**config.mk**
```make
export PLATFORM = sky130hd
export DESIGN_NAME = dac_config_scheduler
export DESIGN_NICKNAME = d
export VERILOG_FILES = /design/src/rtl/dac_config_scheduler.sv
export SDC_FILE = /design/constraint.sdc
export NUM_CORES = 1
export LEC_CHECK = 0
export CAP_MARGIN = 20
export CORE_MARGIN = 3
export CORE_UTILIZATION = 25
export CTS_CLUSTER_DIAMETER = 150
export DETAILED_ROUTE_END_ITERATION = 8
export GPL_TIMING_DRIVEN = 0
export REMOVE_ABC_BUFFERS = 1
export SYNTH_ARGS = -nofsm -noshare
export SYNTH_HDL_FRONTEND = slang
export SYNTH_SLANG_ARGS = --single-unit
```
**constraint.sdc**
```tcl
create_clock -name dataclk -period 3.7 [get_ports dataclk]
set_clock_uncertainty 0.2 [all_clocks]
set_input_delay 0.37 -clock dataclk [delete_from_list [all_inputs] [get_ports dataclk]]
set_output_delay 0.37 -clock dataclk [all_outputs]
set_load 0.05 [all_outputs]
```
**src/rtl/dac_config_scheduler.sv**
```systemverilog
// dac_config_scheduler: double-buffered DAC channel configuration.
// The host writes a shadow bank; on request, the whole bank is copied into
// the active bank at the next main-sequencer frame boundary, and HPF state
// clears are pulsed for every DAC whose filter-relevant settings changed.
module dac_config_scheduler #(
    parameter logic [31:0] ms_commit = 32'd99,
    parameter int          NUM_DAC   = 8
) (
    input  logic         dataclk,
    input  logic         reset,
    input  logic [31:0]  main_state,
    input  logic         cfg_wr_en,
    input  logic [5:0]   cfg_addr,
    input  logic [15:0]  cfg_data,
    input  logic         commit_req,
    output logic         commit_pending,
    output logic         commit_ack,
    output logic         shadow_dirty,
    output logic [7:0]   DAC_en,
    output logic [23:0]  DAC_gain,
    output logic [55:0]  DAC_noise_suppress,
    output logic [127:0] DAC_thrsh,
    output logic [7:0]   DAC_thrsh_pol,
    output logic [39:0]  DAC_stream_sel,
    output logic [47:0]  DAC_channel_sel,
    output logic [15:0]  HPF_coefficient,
    output logic         HPF_en,
    output logic         software_reference_mode,
    output logic [7:0]   HPF_clear
);

    typedef enum logic [1:0] {
        IDLE    = 2'd0,
        PENDING = 2'd1,
        COMMIT  = 2'd2
    } state_t;

    typedef struct packed {
        logic        en;
        logic        pol;
        logic [2:0]  gain;
        logic [6:0]  noise;
        logic [15:0] thrsh;
        logic [4:0]  stream;
        logic [5:0]  channel;
    } dac_cfg_t;

    typedef struct packed {
        logic [15:0] coef;
        logic        hpf_en;
        logic        sw_ref;
    } shared_cfg_t;

    localparam dac_cfg_t DAC_CFG_RST = '{
        en: 1'b0, pol: 1'b0, gain: 3'd0, noise: 7'd0,
        thrsh: 16'h8000, stream: 5'd0, channel: 6'd0
    };
    localparam shared_cfg_t SHARED_CFG_RST = '{coef: 16'h0000, hpf_en: 1'b0, sw_ref: 1'b0};

    state_t      state_q, state_d;
    logic        at_commit_q, at_commit_d;
    dac_cfg_t    shadow_q [NUM_DAC];
    dac_cfg_t    shadow_d [NUM_DAC];
    dac_cfg_t    active_q [NUM_DAC];
    dac_cfg_t    active_d [NUM_DAC];
    shared_cfg_t shared_sh_q, shared_sh_d;
    shared_cfg_t shared_ac_q, shared_ac_d;
    logic        commit_ack_q, commit_ack_d;
    logic [7:0]  hpf_clear_q, hpf_clear_d;
    logic        shadow_dirty_q, shadow_dirty_d;
    logic        boundary;
    logic        cfg_hit;

    // Frame boundary: first cycle main_state sits in ms_commit after being elsewhere.
    always_comb begin
        at_commit_d = (main_state == ms_commit);
        boundary    = at_commit_d && !at_commit_q;
    end

    // Commit sequencing; on the COMMIT cycle the shadow bank is snapshotted.
    always_comb begin
        // NOTE: every variable gets a default first so no path leaves it unassigned (no latch).
        state_d      = state_q;
        commit_ack_d = 1'b0;
        hpf_clear_d  = '0;
        active_d     = active_q;
        shared_ac_d  = shared_ac_q;
        case (state_q)
            IDLE:    if (commit_req) state_d = PENDING;
            PENDING: if (boundary)   state_d = COMMIT;
            COMMIT: begin
                state_d      = IDLE;
                commit_ack_d = 1'b1;
                active_d     = shadow_q;
                shared_ac_d  = shared_sh_q;
                for (int k = 0; k < NUM_DAC; k++) begin
                    hpf_clear_d[k] = (shadow_q[k].stream  != active_q[k].stream) ||
                                     (shadow_q[k].channel != active_q[k].channel);
                end
                // A shared filter setting change invalidates every channel's filter state.
                if (shared_sh_q != shared_ac_q) hpf_clear_d = 8'hFF;
            end
            default: state_d = IDLE;
        endcase
    end

    // Host writes into the shadow bank; a write on the COMMIT cycle lands after the copy.
    always_comb begin
        shadow_d       = shadow_q;
        shared_sh_d    = shared_sh_q;
        shadow_dirty_d = shadow_dirty_q;
        cfg_hit        = 1'b0;
        if (state_q == COMMIT) shadow_dirty_d = 1'b0;
        if (cfg_wr_en) begin
            case (cfg_addr[2:0])
                3'd0: begin
                    shadow_d[cfg_addr[5:3]].en    = cfg_data[11];
                    shadow_d[cfg_addr[5:3]].pol   = cfg_data[10];
                    shadow_d[cfg_addr[5:3]].gain  = cfg_data[9:7];
                    shadow_d[cfg_addr[5:3]].noise = cfg_data[6:0];
                    cfg_hit = 1'b1;
                end
                3'd1: begin
                    shadow_d[cfg_addr[5:3]].thrsh = cfg_data;
                    cfg_hit = 1'b1;
                end
                3'd2: begin
                    shadow_d[cfg_addr[5:3]].stream  = cfg_data[10:6];
                    shadow_d[cfg_addr[5:3]].channel = cfg_data[5:0];
                    cfg_hit = 1'b1;
                end
                3'd7: begin
                    if (cfg_addr[5:3] == 3'd0) begin
                        shared_sh_d.coef = cfg_data;
                        cfg_hit = 1'b1;
                    end else if (cfg_addr[5:3] == 3'd1) begin
                        shared_sh_d.hpf_en = cfg_data[1];
                        shared_sh_d.sw_ref = cfg_data[0];
                        cfg_hit = 1'b1;
                    end
                end
                default: ;
            endcase
        end
        if (cfg_hit) shadow_dirty_d = 1'b1;
    end

    // State and both configuration banks.
    always_ff @(posedge dataclk) begin
        // NOTE: both banks are architectural registers with defined power-on values, so they are
        // reset explicitly rather than left to power up random like a RAM.
        if (reset) begin
            state_q        <= IDLE;
            at_commit_q    <= 1'b0;
            shared_sh_q    <= SHARED_CFG_RST;
            shared_ac_q    <= SHARED_CFG_RST;
            commit_ack_q   <= 1'b0;
            hpf_clear_q    <= '0;
            shadow_dirty_q <= 1'b0;
            for (int k = 0; k < NUM_DAC; k++) begin
                shadow_q[k] <= DAC_CFG_RST;
                active_q[k] <= DAC_CFG_RST;
            end
        end else begin
            // NOTE: non-blocking assignments so every flop samples pre-edge values.
            state_q        <= state_d;
            at_commit_q    <= at_commit_d;
            shared_sh_q    <= shared_sh_d;
            shared_ac_q    <= shared_ac_d;
            commit_ack_q   <= commit_ack_d;
            hpf_clear_q    <= hpf_clear_d;
            shadow_dirty_q <= shadow_dirty_d;
            for (int k = 0; k < NUM_DAC; k++) begin
                shadow_q[k] <= shadow_d[k];
                active_q[k] <= active_d[k];
            end
        end
    end

    // Flatten the active bank onto the per-DAC output buses.
    always_comb begin
        DAC_en             = '0;
        DAC_gain           = '0;
        DAC_noise_suppress = '0;
        DAC_thrsh          = '0;
        DAC_thrsh_pol      = '0;
        DAC_stream_sel     = '0;
        DAC_channel_sel    = '0;
        for (int k = 0; k < NUM_DAC; k++) begin
            DAC_en[k]                  = active_q[k].en;
            DAC_thrsh_pol[k]           = active_q[k].pol;
            DAC_gain[3*k +: 3]         = active_q[k].gain;
            DAC_noise_suppress[7*k +: 7] = active_q[k].noise;
            DAC_thrsh[16*k +: 16]      = active_q[k].thrsh;
            DAC_stream_sel[5*k +: 5]   = active_q[k].stream;
            DAC_channel_sel[6*k +: 6]  = active_q[k].channel;
        end
    end

    assign HPF_coefficient         = shared_ac_q.coef;
    assign HPF_en                  = shared_ac_q.hpf_en;
    assign software_reference_mode = shared_ac_q.sw_ref;
    assign HPF_clear               = hpf_clear_q;
    assign commit_ack              = commit_ack_q;
    assign commit_pending          = (state_q == PENDING);
    assign shadow_dirty            = shadow_dirty_q;

endmodule

```
==> results.sh <==
export IMPL_pin_count=399
export IMPL_drc_errors=0
export IMPL_fin_crit_ns=3.06
export IMPL_cpMostUsedCell="buf_12"
export IMPL_ys_ff_latch=673
export IMPL_drive_gt1_frac=0.0595
export IMPL_grt_pass1_wl_um=124000
export IMPL_hpwl_um=55800
export IMPL_irDropWorstVdd_mv=0.316
export IMPL_hp_class="in -> reg"
export IMPL_port_buffers=398
export IMPL_die_w_um=321
export IMPL_cp_arrival_ns=3.36
export IMPL_clkTransAtPathRegs_ns=0.06
export IMPL_crit_path_end_kind="flop"
export IMPL_worstPathRequired_ns=4.00
export IMPL_grt_max_degree=160
export IMPL_synth_top_area_cell="dfxtp_1"
export IMPL_yosysUniqueCellTypes=41
export IMPL_syn_area_um2=24700
export IMPL_dr_pass1_iters=5
export IMPL_htree_levels=3
export IMPL_viasPerCell=4.53
export IMPL_maxSlewHeadroom=0.307
export IMPL_rsz0062_at_grt="false"
export IMPL_overflow=0
export IMPL_netlist_area_leader_share=0.545
export IMPL_routed_wl_um=83500
export IMPL_cts_sinks=673
export IMPL_cellPowerDensity_nw_per_um2=469
export IMPL_total_power_w=0.0154
export IMPL_hold_viol_final=0
export IMPL_wire_per_inst_um=17.9
export IMPL_switchingPower_w=0.00352
export IMPL_core_um2=97400
export IMPL_finalSetupViolations=0
export IMPL_grt_antenna_before_repair=8
export IMPL_synth_cells=3062
export IMPL_max_clock_freq_ghz=0.327
export IMPL_cts_tree="yes"
export IMPL_initial_core_util=0.254
export IMPL_layout_nets=3393
export IMPL_area_growth_pct=32.5
export IMPL_drv_slew=0
export IMPL_cp_cell_sequence="nor2b_4 > buf_12 > buf_12 > nand2b_1 > a41oi_1"
export IMPL_switching_share=0.229
export IMPL_cp_max_fo=33
export IMPL_worst_slew_pin_slew_ns=1.04
export IMPL_vias=21200
export IMPL_syn_avg_cell_area_um2=8.08
export IMPL_p_comb_frac=0.032
export IMPL_synth_warnings=0
export IMPL_cts_inserted_buffers=77
export IMPL_start_kind="flop"
export IMPL_cap_violations=0
export IMPL_dieHeight_um=321
export IMPL_clkLatencyLatePin_ns=0.62
export IMPL_synth_area_leaders="dfxtp_1 (54%), nand2_1 (16%), a21oi_1 (12%)"
export IMPL_critical_path_buf_inv_count=2
export IMPL_p_seq_frac=0.473
export IMPL_grt_pass1_vias=19500
export IMPL_intPower_w=0.0118
export IMPL_cts_root_buffer="clkbuf_16"
export IMPL_utilization=0.336
export IMPL_power_leakage_nw=10.8
export IMPL_power_frac_clock=0.494
export IMPL_fin_crit_sh=0.827
export IMPL_place_gp_congestion=0.733
export IMPL_antenna_left=0
export IMPL_timing_worst_setup_path_type="reg -> reg"
export IMPL_grt_usage=0.157
export IMPL_slowest_stage="nor2b_4"
export IMPL_ys_seq_area_frac=0.545
export IMPL_first_iter_violations=1728
export IMPL_fp_row_count=114
export IMPL_outcome="finished clean"
export IMPL_die_area_um2=103000
export IMPL_critPathTopFamily="simple AND/OR/NAND/NOR gates"
export IMPL_slowest_delay_ns=0.72
export IMPL_clock_path_buffers=3
==> cells by family (layout without fill, tap and decap cells) <==
group / after synthesis / count (layout) / synth area share
AO/OA/AOI/OAI: 623 / 623 / 0.127
XOR/XNOR: 106 / 106 / 0.0375
buffers and inverters: 258 / 590 / 0.0423
flip-flops: 673 / 673 / 0.545
multiplexers: 77 / 77 / 0.0312
other: 0 / 7 / 0
AND/OR/NAND/NOR: 1325 / 1325 / 0.217
==> area by class of cell <==
class                           instances  area, um^2
Antenna cell                            7        17.5
Clock buffer                          110        2240
Clock inverter                         28         272
Fill cell                           10100       64700
Inverter                                2        7.51
Multi-Input combinational cell       2131       10300
Sequential cell                       673       13500
Tap cell                             1276        1600
Timing Repair Buffer                  450        4870
==> metrics by stage <==
stage          instances  hold WS (ns)  instance area (um^2)  worst slack, ns  TNS [ns]
3_3_place_gp        4480         0.239                 29300           -25.15         -
3_5_place_dp        4527         0.242                 30200          -0.0367    -0.302
4_1_cts             4670       0.00454                 32700            0.585         0
5_1_grt             4670        0.0408                 32700            0.408         0
6_report            4677        0.0718                 32800            0.639         0
2_1_floorplan       2806         0.225                 23700            -9.90  -2738.08
==> routing by layer <==
| metal | routed length [um] | GRT usage | up-vias | share of wire |
|---|---|---|---|---|
| li1 | - | - | 10500 | - |
| met3 | 6020 | 0.0420 | 111 | 0.072 |
| met1 | 36700 | 0.203 | 9988 | 0.44 |
| met5 | 20 | 0 | - | 0.00024 |
| met4 | 2050 | 0.0475 | 2 | 0.025 |
| met2 | 38700 | 0.254 | 581 | 0.46 |
==> worst paths after layout <==
check	from	to	slack, ns	cells after the start
worst max register to register	state_q[1]$_SDFFE_PP0P_	HPF_clear[2]$_SDFF_PP0_	0.64	5
worst max-delay path	state_q[1]$_SDFFE_PP0P_	HPF_clear[2]$_SDFF_PP0_	0.64	5
worst min-delay path	cfg_data[10]	flop	0.07	3
worst min register to register	flop	DAC_thrsh[55]$_SDFFE_PP0P_	0.24	2
==> worst reg2reg max path, cell delays in order (launching register included) <==
cell      delay, ns
dfxtp_1        0.44
nor2b_4        0.72
buf_12         0.29
buf_12         0.26
nand2b_1       0.53
a41oi_1        0.50
==> synthesized netlist by cell type, drive strengths merged <==
cell type	number
nor4bb	1
xnor2	70
and2	4
or2	5
or4b	1
nor2	99
nand3b	19
and4	2
xor2	36
and3b	1
nor2b	3
nor3	10
and3	2
mux2i	77
a21oi	570
a41oi	7
dfxtp	673
buf	35
nand2b	2
nor4b	2
nand2	1077
nand3	62
clkbuf	221
nor4	10
nand4bb	2
o21ai	45
a32oi	1
nor3b	2
and4bb	1
and4b	1
nand4	19
inv	2
==> power groups by stage <==
stage	clock (W)	combinational [W]	sequential, W
2_1_floorplan	0	0.0000767	0.00743
3_3_place_gp	0	0.000479	0.00743
3_5_place_dp	0	0.000500	0.00743
4_1_cts	0.00783	0.000505	0.00727
5_1_grt	0.00810	0.000527	0.00727
6_report	0.00760	0.000495	0.00727
==> timing repair <==
action	CTS	global route
hold buffers	5	0
endpoints found under the hold margin	21	0
setup endpoints to repair	0	0
resized for setup	0	0
setup buffers	0	0
==> placed cells by master, fill, tap and decap left out, types with 3 or more instances in the layout <==
master	synthesis	layout
buf_4	4	8
clkinv_4	0	4
nand4_1	19	19
bufinv_16	0	3
dfxtp_1	673	673
buf_8	0	4
clkbuf_16	0	78
xor2_1	36	36
buf_16	0	14
nor3_1	9	9
a21oi_1	570	570
or2_2	4	4
nand3_1	62	62
dlygate4sd3_1	0	5
inv_6	0	5
o21ai_0	45	45
and2_1	3	3
buf_6	3	4
a41oi_1	7	7
clkdlybuf4s50_1	0	385
xnor2_1	70	70
buf_12	0	18
nand2_1	1077	1077
buf_2	24	12
clkbuf_8	0	17
clkbuf_1	212	15
nor2_1	96	96
nand3b_1	19	19
mux2i_1	77	77
nor2_4	3	3
nor4_1	10	8
diode_2	0	7
clkinv_2	0	12
Power figures use the tool's default switching activity.
